--- config.mk ---
export PLATFORM = sky130hd
export DESIGN_NAME = mips_data_responder_flat
export DESIGN_NICKNAME = d
export VERILOG_FILES = /design/src/rtl/mips_data_responder_pkg.sv /design/src/rtl/mips_data_responder_if.sv /design/src/rtl/mips_data_responder_timer.sv /design/src/rtl/mips_data_responder.sv /design/src/flat_wrapper.sv
export SDC_FILE = /design/constraint.sdc
export NUM_CORES = 2
export LEC_CHECK = 0
export BUFFER_PORTS_ARGS = -buffer_cell sky130_fd_sc_hd__buf_4
export CAP_MARGIN = 5
export CORE_MARGIN = 10
export CORE_UTILIZATION = 50
export CTS_CLUSTER_DIAMETER = 60
export DETAILED_ROUTE_END_ITERATION = 8
export PLACE_DENSITY_LB_ADDON = 0.25
export SYNTH_ARGS = -nofsm -noshare
export SYNTH_HDL_FRONTEND = slang
export SYNTH_HIERARCHICAL = 1
export SYNTH_SLANG_ARGS = --single-unit
--- constraint.sdc ---
create_clock -name clk -period 4.8 [get_ports clk]
set_input_delay 0.48 -clock clk [delete_from_list [all_inputs] [get_ports clk]]
set_output_delay 0.48 -clock clk [all_outputs]
set_load 0.005 [all_outputs]
--- src/rtl/mips_data_responder_pkg.sv ---
// Shared definitions for the MIPS data-side responder: MMIO map, STATUS bit
// positions and the address-region decode type.
package mips_mem_pkg;

  localparam logic [31:0] MMIO_BASE = 32'hFFFF_0000;

  localparam logic [3:0] OFF_LED    = 4'h0;
  localparam logic [3:0] OFF_CYCLE  = 4'h4;
  localparam logic [3:0] OFF_CMP    = 4'h8;
  localparam logic [3:0] OFF_STATUS = 4'hC;

  localparam int ST_PEND = 0;
  localparam int ST_EN   = 1;

  typedef enum logic [1:0] {
    REG_RAM,
    REG_MMIO,
    REG_NONE
  } region_e;

endpackage

--- src/rtl/mips_data_responder_if.sv ---
// Core-to-responder data bus: store strobe, byte address, store and load data.
interface mips_data_responder_if;

  logic        memwrite;
  logic [31:0] addr;
  logic [31:0] writedata;
  logic [31:0] readdata;

  modport master (output memwrite, output addr, output writedata, input readdata);
  modport slave  (input memwrite, input addr, input writedata, output readdata);

endinterface

--- src/rtl/mips_data_responder_timer.sv ---
// Free-running cycle counter, compare register and STATUS (pending/enable)
// with match detection; exposes register read data and the interrupt.
module mips_timer
  import mips_mem_pkg::*;
(
  input  logic        clk,
  input  logic        reset,
  input  logic        wr_en,
  input  logic [3:0]  off,
  input  logic [31:0] wdata,
  output logic [31:0] rdata,
  output logic        irq
);

  logic [31:0] cycle_q, cycle_d;
  logic [31:0] cmp_q, cmp_d;
  logic        pend_q, pend_d;
  logic        en_q, en_d;
  logic        match;
  logic        st_wr;

  always_comb begin
    cycle_d = cycle_q + 32'd1;
    cmp_d   = cmp_q;
    en_d    = en_q;
    pend_d  = pend_q;
    st_wr   = wr_en && (off == OFF_STATUS);
    // Match uses the pre-write enable/compare, and a match beats a clear.
    match   = en_q && (cycle_q == cmp_q);
    if (wr_en && (off == OFF_CMP)) cmp_d = wdata;
    if (st_wr) en_d = wdata[ST_EN];
    if (match) pend_d = 1'b1;
    else if (st_wr && wdata[ST_PEND]) pend_d = 1'b0;
  end

  always_ff @(posedge clk or posedge reset) begin
    if (reset) begin
      cycle_q <= '0;
      cmp_q   <= '0;
      pend_q  <= 1'b0;
      en_q    <= 1'b0;
    end else begin
      cycle_q <= cycle_d;
      cmp_q   <= cmp_d;
      pend_q  <= pend_d;
      en_q    <= en_d;
    end
  end

  always_comb begin
    rdata = '0;
    case (off)
      OFF_CYCLE:  rdata = cycle_q;
      OFF_CMP:    rdata = cmp_q;
      OFF_STATUS: begin
        rdata[ST_PEND] = pend_q;
        rdata[ST_EN]   = en_q;
      end
      default:    rdata = '0;
    endcase
  end

  assign irq = pend_q & en_q;

endmodule

--- src/rtl/mips_data_responder.sv ---
// Data-side responder for the single-cycle MIPS core: word RAM plus an LED
// register and timer block; loads are combinational, stores commit on the edge.
module mips_data_responder
  import mips_mem_pkg::*;
#(
  parameter int          RAM_WORDS = 64,
  parameter logic [31:0] MMIO_BASE = mips_mem_pkg::MMIO_BASE
) (
  input  logic                  clk,
  input  logic                  reset,
  mips_data_responder_if.slave  bus,
  output logic [7:0]            leds,
  output logic                  timer_irq
);

  localparam int          AW        = $clog2(RAM_WORDS);
  localparam logic [31:0] RAM_BYTES = 32'(RAM_WORDS * 4);

  logic [31:0] ram_q [RAM_WORDS];
  logic [7:0]  led_q, led_d;
  region_e     region;
  logic [3:0]  off;
  logic [AW-1:0] idx;
  logic        ram_we;
  logic        mmio_we;
  logic [31:0] tmr_rdata;

  always_comb begin
    region = REG_NONE;
    if (bus.addr < RAM_BYTES) region = REG_RAM;
    else if (bus.addr[31:4] == MMIO_BASE[31:4]) region = REG_MMIO;
    off     = {bus.addr[3:2], 2'b00};
    idx     = bus.addr[AW+1:2];
    // RAM has no reset, so a store overlapping reset must be blocked here.
    ram_we  = bus.memwrite && (region == REG_RAM) && !reset;
    mmio_we = bus.memwrite && (region == REG_MMIO);
    led_d   = led_q;
    if (mmio_we && (off == OFF_LED)) led_d = bus.writedata[7:0];
  end

  always_ff @(posedge clk) begin
    if (ram_we) ram_q[idx] <= bus.writedata;
  end

  always_ff @(posedge clk or posedge reset) begin
    if (reset) led_q <= '0;
    else       led_q <= led_d;
  end

  mips_timer u_timer (
    .clk   (clk),
    .reset (reset),
    .wr_en (mmio_we),
    .off   (off),
    .wdata (bus.writedata),
    .rdata (tmr_rdata),
    .irq   (timer_irq)
  );

  always_comb begin
    bus.readdata = '0;
    case (region)
      REG_RAM:  bus.readdata = ram_q[idx];
      REG_MMIO: bus.readdata = (off == OFF_LED) ? {24'b0, led_q} : tmr_rdata;
      default:  bus.readdata = '0;
    endcase
  end

  assign leds = led_q;

endmodule

--- src/flat_wrapper.sv ---
// flat-port wrapper written by rule: the top's interface ports become plain ports
module mips_data_responder_flat import mips_mem_pkg::*;
#(
  parameter int          RAM_WORDS = 64,
  parameter logic [31:0] MMIO_BASE = mips_mem_pkg::MMIO_BASE
)
  (clk, reset, leds, timer_irq, bus_memwrite, bus_addr, bus_writedata, bus_readdata);
  mips_data_responder_if bus_i ();
  input  logic clk;
  input  logic reset;
  output logic [7:0] leds;
  output logic timer_irq;
  input wire logic [$bits(bus_i.memwrite)-1:0] bus_memwrite;
  input wire logic [$bits(bus_i.addr)-1:0] bus_addr;
  input wire logic [$bits(bus_i.writedata)-1:0] bus_writedata;
  output wire logic [$bits(bus_i.readdata)-1:0] bus_readdata;
  assign bus_i.memwrite = bus_memwrite;
  assign bus_i.addr = bus_addr;
  assign bus_i.writedata = bus_writedata;
  assign bus_readdata = bus_i.readdata;
  mips_data_responder #(.RAM_WORDS(RAM_WORDS), .MMIO_BASE(MMIO_BASE)) u_core (.clk(clk), .reset(reset), .bus(bus_i), .leds(leds), .timer_irq(timer_irq));
endmodule
==> impl_metrics.json <==
{
  "drc": 0,
  "clockBufferDepth": 3,
  "status": "finished clean",
  "netlist_instances": 4515,
  "synth_top_area_share_pct": 74.0,
  "grt_overflow": 0,
  "synth_adder_area_share_pct": 0.0151,
  "cp.required_ns": 4.32,
  "numCtsBuffers": 211,
  "via_count": 50400,
  "fin_tns_setup_ns": 0,
  "setup_viol": 0,
  "worstSetupPathType": "input port to output pin",
  "fin_skew_ns": 0.00772,
  "finalNonFillerCells": 7258,
  "cp-start-kind": "input port",
  "fmaxAchievable_mhz": 214,
  "final_area_mm2": 0.0950,
  "ff2ff_path_depth": 5,
  "clk_pin_slew_ns": 0.05,
  "ys_ff_latch": 2122,
  "viasPerCell": 6.95,
  "fin_crit_sh_pct": 97.1,
  "muxShareOfSynthArea_pct": 9.78,
  "cp_cell_sequence": "buf_8 > buf_12 > mux4_2 > mux2i_1 > o22a_1 > nand4_1 > nor4_2 > buf_4 > o21ai_0 > buf_4",
  "die_y_um": 428,
  "synth_largest_area_cell": "edfxtp_1",
  "hp-start": "bus_memwrite",
  "synth_top_family_by_area": "multiplexers",
  "yosysWarnings": 6,
  "row_count": 149,
  "netlist_top_cells_count": "edfxtp_1 (2048), o22ai_1 (269), mux2i_1 (199), mux2_2 (193), mux4_2 (169)",
  "rrSetupSlack_ns": 2.82,
  "avgSynthCellArea_um2": 18.4,
  "die_area_mm2": 0.183,
  "synthFlopType": "edfxtp_1",
  "endpoint_kind": "output pin",
  "slew_headroom_pct": 16.1,
  "io_pins": 108,
  "drive_gt1_share_pct": 23.9,
  "power_mw": 38.1,
  "yosysSeqAreaShare_pct": 76.2,
  "synth.distinct_cells": 96,
  "nets": 4935,
  "crit_path_frequent_cell": "buf_4",
  "synthSimpleGateAreaFrac_pct": 2.85,
  "cts.sinks": 2122,
  "grt_first_pass_wirelength_um": 384000,
  "dp_slack_ns": 0.200,
  "fin_hold_ws_ns": 0.144,
  "maxCapViolCount": 0,
  "io_buffers": 105,
  "placedCellCount": 6842,
  "detail_route.wirelength_um": 281000,
  "antenna_found_initial": 29,
  "mappedNetlistArea_mm2": 0.0831,
  "p_leak_nw": 31.0,
  "drt-initial-drc-count": 8267,
  "worst_slack_ns": 0.138,
  "finalCriticalPeriod_ns": 4.66,
  "final_antenna_net_count": 0,
  "async_flop_share_pct": 3.49,
  "synth_edf_count": 2048,
  "reg2reg_to": "u_core/u_timer/cycle_q[26]",
  "insertion_delay_ns": 0.87,
  "critPathSlowestCell": "mux4_2",
  "die_w_um": 428,
  "dpl-instance-area_mm2": 0.0884,
  "core_mm2": 0.165,
  "max-vdd-ir-drop_mv": 0.407,
  "synth_compound_area_share_pct": 8.06,
  "hold_violations": 0,
  "start_util_pct": 50.3,
  "min_path_cells": 3,
  "drtPass1Iterations": 7,
  "worst_pin_slew_ns": 1.25,
  "arrival_ns": 4.18,
  "wl_per_cell_um": 38.7,
  "grt_max_degree": 81,
  "area_growth_pct": 14.3,
  "dpl.hpwl_um": 169000,
  "rsz0062_at_grt": "false",
  "path_buf_inv": 4,
  "synthTopCellsByArea": "edfxtp_1 (74%), mux4_2 (4.6%), mux2_2 (2.6%)",
  "h-tree-depth": 4,
  "grt_pass1_vias": 47300,
  "post-route-util_pct": 57.5,
  "cts_tree": "built",
  "yosysMostFrequentCell": "edfxtp_1",
  "drv_slew": 0,
  "slowest_delay_ns": 0.54,
  "pwr_density_cell_mw_per_mm2": 401,
  "grtUsageTotal_pct": 30.2,
  "gp_congestion": 0.922,
  "hold_end": "u_core/leds[7]",
  "synth_xor_area_share_pct": 0.653,
  "critPathTopFamily": "buffers and inverters",
  "cp_max_fo": 45,
  "holdCritPathClass": "input port to flip-flop",
  "timing.rr.start": "u_core/u_timer/cycle_q[0]",
  "cts-root-buf": "clkbuf_16"
}
-- layout by cell type (no fill, tap or decap), types with 57 or more instances in the layout --
cell	n
nand2_1	149
a21oi_1	118
o22ai_1	269
mux2i_1	199
buf_4	390
mux2_2	193
o221ai_1	146
clkinv_1	57
clkbuf_16	212
nor2_4	65
dfrtp_1	74
nor2_1	86
mux4_2	169
edfxtp_1	2048
o21ai_0	114
-- report_power, final --
part / leakage (nW) / switching, mW / internal [mW]
logic: 8.38 / 1.50 / 0.606
clock network: 3.22 / 7.14 / 8.55
registers: 19.4 / 0.00000000707 / 20.3
total: 31.0 / 8.64 / 29.5
-- worst max path at each step --
stage | startpoint | end | slack, ns | depth (start not counted)
after floorplan | bus_addr[8] | u_core/ram_q[0][0] | 1.20 | 7
after global placement | bus_addr[2] | bus_readdata[20] | 0.15 | 10
after detailed placement | bus_addr[2] | bus_readdata[20] | 0.20 | 10
after CTS | bus_addr[2] | bus_readdata[20] | 0.19 | 10
after global routing | bus_addr[2] | bus_readdata[20] | 0.16 | 10
final | bus_addr[2] | bus_readdata[20] | 0.14 | 10
-- routing by layer --
layer	global-route usage (%)	wire (µm)
met3	9.85	40300
met4	14.2	15200
met1	40.6	101000
met5	0	155
met2	44.6	124000
-- what timing repair did --
item	in CTS	in global routing
hold endpoints to repair	74	0
buffers inserted	0	0
gates resized for setup	0	1
hold buffers	1	0
endpoints found under the setup margin	0	1
-- worst register-to-register path: stages (launching register included) --
cell and delay [ns]:
dfrtp_1 0.48, ha_1 0.28, nand3_1 0.20, nor4_4 0.52, nand4_1 0.22, xnor2_1 0.17
-- cell families after synthesis --
| kind of cell | after synthesis |
|---|---|
| flip-flops | 2122 |
| AO/OA/AOI/OAI | 950 |
| multiplexers | 570 |
| AND/OR/NAND/NOR | 494 |
| buffers and inverters | 315 |
| XOR/XNOR | 62 |
| adder cells (fa/ha/maj) | 1 |
| other | 1 |
-- area by class of cell --
type	instances	area, µm²
Fill cell	12300	70200
Sequential cell	2122	63400
Multi-Input combinational cell	2083	18400
Clock buffer	267	5540
Timing Repair Buffer	441	3920
Tap cell	2189	2740
Clock inverter	130	1020
Antenna cell	18	45.0
Inverter	8	37.5
-- state kept, by name, summed over array words and instances, names as in the netlist --
name                    count
u_core/u_timer/cmp_q       32
u_core/u_timer/en_q         1
u_core/leds                 8
u_core/u_timer/cycle_q     32
u_core/ram_q             2048
u_core/u_timer/pend_q       1
Note: power is estimated with default switching activity, not from simulation.
